[src/rtl/fetch_ctrl.sv]
// Fetch sequencer: owns the fetch PC, runs one ibus read at a time,
// and hands {pc, instr} to decode, dropping responses made stale by redirects.
module fetch_ctrl #(
  parameter int ADDR_WIDTH = 32,
  parameter logic [ADDR_WIDTH-1:0] RESET_PC = ADDR_WIDTH'(32'hbfc0_0000)
) (
  input  logic                  clk,
  input  logic                  resetn,
  input  logic                  redirect_valid,
  input  logic [ADDR_WIDTH-1:0] redirect_pc,
  input  logic                  stall,
  output logic                  ireq_valid,
  output logic [ADDR_WIDTH-1:0] ireq_addr,
  input  logic                  ireq_addr_ok,
  input  logic                  iresp_data_ok,
  input  logic [ADDR_WIDTH-1:0] iresp_data,
  output logic                  out_valid,
  output logic [ADDR_WIDTH-1:0] out_pc,
  output logic [ADDR_WIDTH-1:0] out_instr,
  output logic                  out_adel,
  output logic                  busy
);

  typedef enum logic [1:0] {
    IDLE = 2'd0,
    REQ  = 2'd1,
    WAIT = 2'd2,
    HOLD = 2'd3
  } state_t;

  state_t                state, n_state;
  logic [ADDR_WIDTH-1:0] pc, n_pc;
  logic [ADDR_WIDTH-1:0] n_ireq_addr;
  logic [ADDR_WIDTH-1:0] n_out_pc, n_out_instr;
  logic                  n_ireq_valid, n_out_valid;
  logic                  n_out_adel, drop, n_drop;
  logic                  do_start, do_capture;
  logic [ADDR_WIDTH-1:0] start_addr;

  assign busy = (state == REQ) || (state == WAIT);

  always_comb begin
    n_state      = state;
    n_pc         = pc;
    n_ireq_valid = ireq_valid;
    n_ireq_addr  = ireq_addr;
    n_out_valid  = out_valid;
    n_out_pc     = out_pc;
    n_out_instr  = out_instr;
    n_out_adel   = out_adel;
    n_drop       = drop;
    do_start     = 1'b0;
    do_capture   = 1'b0;
    start_addr   = pc;

    if (redirect_valid) begin
      n_pc        = redirect_pc;
      n_out_valid = 1'b0;
    end

    unique case (state)
      IDLE: begin
        do_start   = 1'b1;
        start_addr = redirect_valid ? redirect_pc : pc;
      end
      REQ, WAIT: begin
        if (iresp_data_ok && (state == WAIT || ireq_addr_ok)) begin
          if (redirect_valid) begin
            n_drop     = 1'b0;
            do_start   = 1'b1;
            start_addr = redirect_pc;
          end else if (drop) begin
            n_drop     = 1'b0;
            do_start   = 1'b1;
            start_addr = pc;
          end else begin
            do_capture = 1'b1;
          end
        end else begin
          if (redirect_valid) n_drop = 1'b1;
          if (state == REQ && ireq_addr_ok) begin
            n_state      = WAIT;
            n_ireq_valid = 1'b0;
          end
        end
      end
      HOLD: begin
        if (redirect_valid) begin
          do_start   = 1'b1;
          start_addr = redirect_pc;
        end else if (out_valid && !stall) begin
          do_start   = 1'b1;
          start_addr = pc + ADDR_WIDTH'(4);
        end
      end
      default: n_state = IDLE;
    endcase

    if (do_capture) begin
      n_state      = HOLD;
      n_ireq_valid = 1'b0;
      n_out_valid  = 1'b1;
      n_out_adel   = 1'b0;
      n_out_pc     = ireq_addr;
      n_out_instr  = iresp_data;
    end

    // misaligned targets never reach the bus; they are delivered as an adel word
    if (do_start) begin
      n_pc = start_addr;
      if (start_addr[1:0] != 2'b00) begin
        n_state      = HOLD;
        n_ireq_valid = 1'b0;
        n_out_valid  = 1'b1;
        n_out_adel   = 1'b1;
        n_out_pc     = start_addr;
        n_out_instr  = '0;
      end else begin
        n_state      = REQ;
        n_ireq_valid = 1'b1;
        n_ireq_addr  = start_addr;
        n_out_valid  = 1'b0;
        n_out_adel   = 1'b0;
      end
    end
  end

  always_ff @(posedge clk or negedge resetn) begin
    if (!resetn) begin
      state      <= IDLE;
      pc         <= RESET_PC;
      ireq_valid <= 1'b0;
      ireq_addr  <= '0;
      out_valid  <= 1'b0;
      out_pc     <= '0;
      out_instr  <= '0;
      out_adel   <= 1'b0;
      drop       <= 1'b0;
    end else begin
      state      <= n_state;
      pc         <= n_pc;
      ireq_valid <= n_ireq_valid;
      ireq_addr  <= n_ireq_addr;
      out_valid  <= n_out_valid;
      out_pc     <= n_out_pc;
      out_instr  <= n_out_instr;
      out_adel   <= n_out_adel;
      drop       <= n_drop;
    end
  end

endmodule

[config.mk]
export PLATFORM = sky130hd
export DESIGN_NAME = fetch_ctrl
export DESIGN_NICKNAME = d
export VERILOG_FILES = /design/src/rtl/fetch_ctrl.sv
export SDC_FILE = /design/constraint.sdc
export NUM_CORES = 1
export LEC_CHECK = 0
export ABC_AREA = 1
export CAP_MARGIN = 25
export CORE_MARGIN = 1.5
export CORE_UTILIZATION = 40
export DETAILED_ROUTE_END_ITERATION = 16
export PLACE_DENSITY = 0.77
export SKIP_CTS_REPAIR_TIMING = 1
export SLEW_MARGIN = 0
export SYNTH_ARGS = -nofsm -noshare
export SYNTH_HDL_FRONTEND = slang
export SYNTH_SLANG_ARGS = --single-unit
export TNS_END_PERCENT = 20
[constraint.sdc]
create_clock -name clk -period 3.4 [get_ports clk]
set_input_delay 0.68 -clock clk [delete_from_list [all_inputs] [get_ports clk]]
set_output_delay 0.68 -clock clk [all_outputs]
set_load 0.005 [all_outputs]
==> results_dict.tcl, run 1 <==
set metrics [dict create \
    start_kind "input pin" \
    fin_skew_ps 9.422 \
    design.die.area_sq_um 20330 \
    powerDensity_nw_per_um2 1033 \
    hold_viol 0 \
    worstMarginPinSlew_ps 842.8 \
    r2r_slack_ps 700 \
    fin_nets 1282 \
    status "completed" \
    drt_wl_total_mm 22.92 \
    syn_nets 1134 \
    synth_edf_count 0 \
    grt_overflow 0 \
    worstSetupPathType "input pin to flip-flop" \
    drv_slew 0 \
    synthArstFlopShare_pct 100.0 \
    final_cells 1480 \
    clock-sinks 134 \
    rows 50 \
    gp_congestion 0.9494 \
    hold_class "input pin to asynchronous set/reset pin" \
    h-tree-depth 4 \
    diodes 0 \
    yosysWarnings 0 \
    cts_tree "done" \
    final.min_clock_period_ps 2711 \
    firstDrtPassIters 7 \
    peakVddDrop_v 0.0006989 \
    worstPathMaxFanout 46 \
    r2r-end "out_pc[17]" \
    avgSynthCellArea_sq_um 7.360 \
    p_leak_nw 4.612 \
    worst_skew_pair.late_latency_ps 420 \
    finalCritPeriodShare_pct 79.74 \
    synth_ff_type "dfrtp_1" \
    portBuffers 169 \
    setup_tns_ps 0 \
    die_w_um 142.6 \
    ant_nets 0 \
    hold_ws_ps 204.7 \
    endpoint_kind "flip-flop" \
    worstPathArrival_ps 3030 \
    r2r_cells 10 \
    via_count 7710 \
    ios 170 \
    total_power_mw 10.61 \
    routedWlPerCell_um 15.49 \
    slew_headroom_pct 43.73 \
    coreArea_sq_um 18890 \
    cts.clk_slew.worst_paths_ps 60 \
    synth_area_sq_um 7794 \
    layout-drive-gt1-share_pct 9.754 \
    timing.fmax_mhz 368.9 \
    dpl.hpwl_mm 16.01 \
    grt_pass1_wl_mm 37.09 \
    rsz0062_at_grt "false" \
    maxCapViolations 0 \
    cts_buffer_depth 2 \
    antenna_found_initial 0 \
    synth_cells 1059 \
    drtIter0Drc 650 \
    ys_seq_elements 134 \
    die_h_um 142.6 \
    grt_pass1_vias 7273 \
    crit_required_ps 3720 \
    synth_cell_types 40 \
    remaining_drc_errors 0 \
    initial_utilization_pct 41.25 \
    syn_to_final_growth_pct 31.75 \
    setup_viol 0 \
    grt_start_max_net_pins 78 \
    grt.total_usage_pct 23.07 \
    clockRootBuffer "clkbuf_16" \
    place_inst 1448 \
    viasPerCell 5.209 \
    synth_seq_area_share_pct 43.17 \
    numCtsBuffers 17 \
    regToRegStartpoint "state[0]" \
]
==> cells in the final DEF, fill, tap and decap left out, types with 16 or more instances in the layout <==
| master | synthesis | routed |
|---|---|---|
| a21oi_1 | 87 | 87 |
| buf_4 | 4 | 16 |
| clkbuf_16 | 0 | 17 |
| clkdlybuf4s50_1 | 0 | 168 |
| dfrtp_1 | 125 | 125 |
| inv_1 | 75 | 75 |
| mux2_2 | 20 | 20 |
| nand2_1 | 284 | 284 |
| nand3_1 | 97 | 97 |
| nor2_1 | 107 | 106 |
| o21ai_0 | 77 | 77 |
| o21ai_1 | 23 | 23 |
==> synth_stat cells, types with 6 or more instances <==
| cell | instances | share of area, % |
|---|---|---|
| dfstp_2 | 9 | 3.0 |
| a21oi_1 | 87 | 5.6 |
| nand3_1 | 97 | 6.2 |
| nand2_1 | 284 | 14 |
| a221oi_1 | 12 | 1.3 |
| o21ai_2 | 8 | 0.90 |
| o21ai_1 | 23 | 1.5 |
| buf_6 | 6 | 0.87 |
| xor2_1 | 8 | 0.90 |
| inv_2 | 7 | 0.34 |
| o21ai_0 | 77 | 4.9 |
| inv_1 | 75 | 3.6 |
| mux2_2 | 20 | 2.9 |
| nor2_1 | 107 | 5.2 |
| nor3_1 | 7 | 0.45 |
| nand4_1 | 6 | 0.48 |
| or2_2 | 12 | 0.96 |
| clkbuf_1 | 27 | 1.3 |
| dfrtp_1 | 125 | 40 |
| buf_2 | 20 | 1.3 |
==> power by group <==
group          switching (mW)  total, mW  internal (mW)
Combinational            3.38       5.76           2.38
Clock                   0.731       1.86           1.13
Sequential              0.582       2.99           2.41
Total                    4.69       10.6           5.92
==> routing by layer <==
metal  GRT usage [%]  routed length (um)  share of wire [%]
met1           31.30               10360                 45
met2           37.35               10890                 48
met3           3.970                1267                5.5
met4           7.705                 405                1.8
met5               0                   0                  0
==> worst max path at each step <==
stage	end	start	slack [ps]
after floorplan	ireq_addr[8]	redirect_valid	1270
after global placement	out_pc[17]	ireq_addr_ok	370
after detailed placement	out_pc[17]	ireq_addr_ok	290
after CTS	busy	state[0]	700
after global routing	ireq_valid	ireq_addr_ok	420
final	out_pc[17]	ireq_addr_ok	690
==> sequential cells by signal (all words and copies together) (netlist names) <==
name        count
out_instr      32
state           2
drop            1
out_adel        1
pc             32
ireq_addr      32
out_valid       1
ireq_valid      1
out_pc         32
==> logic make-up (layout without fill, tap and decap cells) <==
| kind of cell | count (synthesis) | count (layout) | synth area share [%] |
|---|---|---|---|
| DFF | 134 | 134 | 43.17 |
| adders and majority gates | 5 | 5 | 0.8027 |
| and+or+nand+nor | 524 | 524 | 28.11 |
| AOI/OAI and AO/OA | 226 | 226 | 16.05 |
| buffers and inverters | 140 | 301 | 7.834 |
| xor gates and xnor gates | 9 | 9 | 1.011 |
| muxes | 21 | 21 | 3.018 |
==> final cells by class <==
type	instances	area, sq um
Timing Repair Buffer	187	1853
Clock inverter	12	140.1
Inverter	82	307.8
Clock buffer	20	456.7
Multi-Input combinational cell	785	3821
Sequential cell	134	3364
Fill cell	1780	8625
Tap cell	260	325.3
==> stage by stage <==
step | worst slack (ps) | instance area (sq um) | util [%]
CTS | 701.1 | 10270 | 54.35
global route | 421.2 | 10270 | 54.35
detailed placement | 286.0 | 9672 | 51.19
finish | 689.0 | 10270 | 54.35
floorplan | 1272 | 7794 | -
global placement | 372.9 | 9672 | 51.19
==> worst max-delay path, cell delays in order <==
cell and delay (ps):
clkdlybuf4s50_1 490, nor2_2 50, nor2_4 220, nand2_2 150, o21ai_2 390, nand2_1 200, nand2_2 120, buf_4 430
nand3_1 150, nand2_1 80, inv_1 40
Power figures use the tool's default switching activity.
==> inputs of run 2 (changes only) <==
- clock period: 3.4 -> 2.8 ns (I/O delays scaled with it)
==> results_dict.tcl, run 2 (synthesis gave the netlist of run 1 again) <==
set metrics [dict create \
    status "completed" \
    finalCritPeriodShare_pct 91.17 \
    die_w_um 142.6 \
    clock-sinks 134 \
    diodes 0 \
    grt_start_max_net_pins 73 \
    grt_pass1_wl_mm 36.92 \
    worstPathMaxFanout 8 \
    cts_tree "done" \
    timing.fmax_mhz 391.8 \
    drv_slew 0 \
    viasPerCell 5.211 \
    grt.total_usage_pct 23.01 \
    gp_congestion 0.9725 \
    cp_cell_sequence "inv_1 > ha_1 > clkdlybuf4s50_1" \
    worstPathArrival_ps 1990 \
    cts_buffer_depth 2 \
    rsz0062_at_grt "false" \
    start_kind "flip-flop" \
    cts.clk_slew.worst_paths_ps 60 \
    initial_utilization_pct 41.25 \
    maxCapViolations 0 \
    grt_overflow 0 \
    dpl.hpwl_mm 16.52 \
    slew_headroom_pct 65.35 \
    hold_ws_ps 32.06 \
    setup_viol 0 \
    slowest_delay_ps 580 \
    drtIter0Drc 706 \
    numCtsBuffers 17 \
    endpoint_kind "output port" \
    worstSetupPathType "flip-flop to output port" \
    clockRootBuffer "clkbuf_16" \
    peakVddDrop_v 0.0008169 \
    coreArea_sq_um 18890 \
    fin_skew_ps 12.19 \
    layout-drive-gt1-share_pct 10.84 \
    ant_nets 0 \
    via_count 7796 \
    worstMarginPinSlew_ps 519.2 \
    powerDensity_nw_per_um2 1255 \
    grt_pass1_vias 7453 \
    syn_to_final_growth_pct 33.49 \
    ios 170 \
    antenna_found_initial 0 \
    rows 50 \
    h-tree-depth 4 \
    final_cell_mix "nand2_1 (284), clkdlybuf4s50_1 (168), dfrtp_1 (125)" \
    firstDrtPassIters 8 \
    worst_skew_pair.late_latency_ps 430 \
    p_leak_nw 4.704 \
    remaining_drc_errors 0 \
    fin_nets 1298 \
    crit_required_ps 2240 \
    critPathSlowestCell "clkdlybuf4s50_1" \
    setup_tns_ps 0 \
    total_power_mw 13.06 \
    portBuffers 169 \
    drt_wl_total_mm 23.06 \
    final.min_clock_period_ps 2553 \
    final_common_cell "nand2_1" \
    die_h_um 142.6 \
    hold_viol 0 \
    hold_class "input pin to asynchronous set/reset pin" \
    design.die.area_sq_um 20330 \
    routedWlPerCell_um 15.42 \
]
## run 2: cell count changes in the layout (fill, tap and decap cells not counted)
cell	change
buf_4	+12
clkbuf_1	+1
buf_12	+4
inv_6	-4
clkinv_4	+3
clkinvlp_4	-2
clkinv_2	+3
bufinv_16	-1
## run 2: path summary, 6_finish.rpt
| check | from | endpoint | slack, ps | cells past startpoint |
|---|---|---|---|---|
| min in group clk | ireq_addr[22] | ireq_addr[22] | 500 | 2 |
| worst min register to register | ireq_addr[22] | ireq_addr[22] | 500 | 2 |
| worst max-delay path | state[0] | busy | 250 | 3 |
| worst min-delay path | resetn | ireq_addr[23] | 30 | 1 |
| worst max register to register | state[0] | state[1] | 380 | 12 |
| max in group asynchronous | resetn | pc[22] | 2030 | 2 |
## run 2: layout make-up
cell class	count	area, sq um
clock buffer	21	460.4
clock inverter	11	101.3
fill	1773	8489
inverter	82	307.8
multi-input combinational	785	3821
sequential	134	3364
tap	260	325.3
timing repair buffer	203	2023
## run 2: worst max-delay path: cells and delay by family (launching register included)
kind	cells	cell delay, ps
flops	1	370
fa+ha+maj	1	530
buf+inv	2	670
## run 2: metrics by stage
step                cell area (sq um)  worst slack, ps  std cells  util [%]
finish                          10400            247.4       1496     55.07
global route                    10400            190.9       1496     55.07
CTS                             10400            241.9       1496     55.07
detailed placement               9842            99.06       1464     52.09
global placement                 9842            159.1       1464     52.09
floorplan                        7794            741.7       1059         -
## run 2: layer usage
metal / vias to the layer above / GRT usage [%] / routed length, um
met5: - / 0 / 0
met4: 0 / 9.387 / 635
met3: 47 / 4.475 / 1564
met2: 317 / 36.79 / 10740
met1: 3626 / 30.64 / 10120
li1: 3806 / - / -
## run 2: where the power goes
group | leakage, nW | internal, mW | switching, mW | total (mW)
clock network | 0.277 | 1.27 | 0.856 | 2.12
logic | 2.76 | 3.11 | 4.19 | 7.30
registers | 1.66 | 2.92 | 0.710 | 3.63
==> inputs of run 3 (changes only) <==
- CTS_CLUSTER_SIZE: default -> 25
==> results of run 3 <==
Final layout, timing and power as in run 2 (identical DEF).
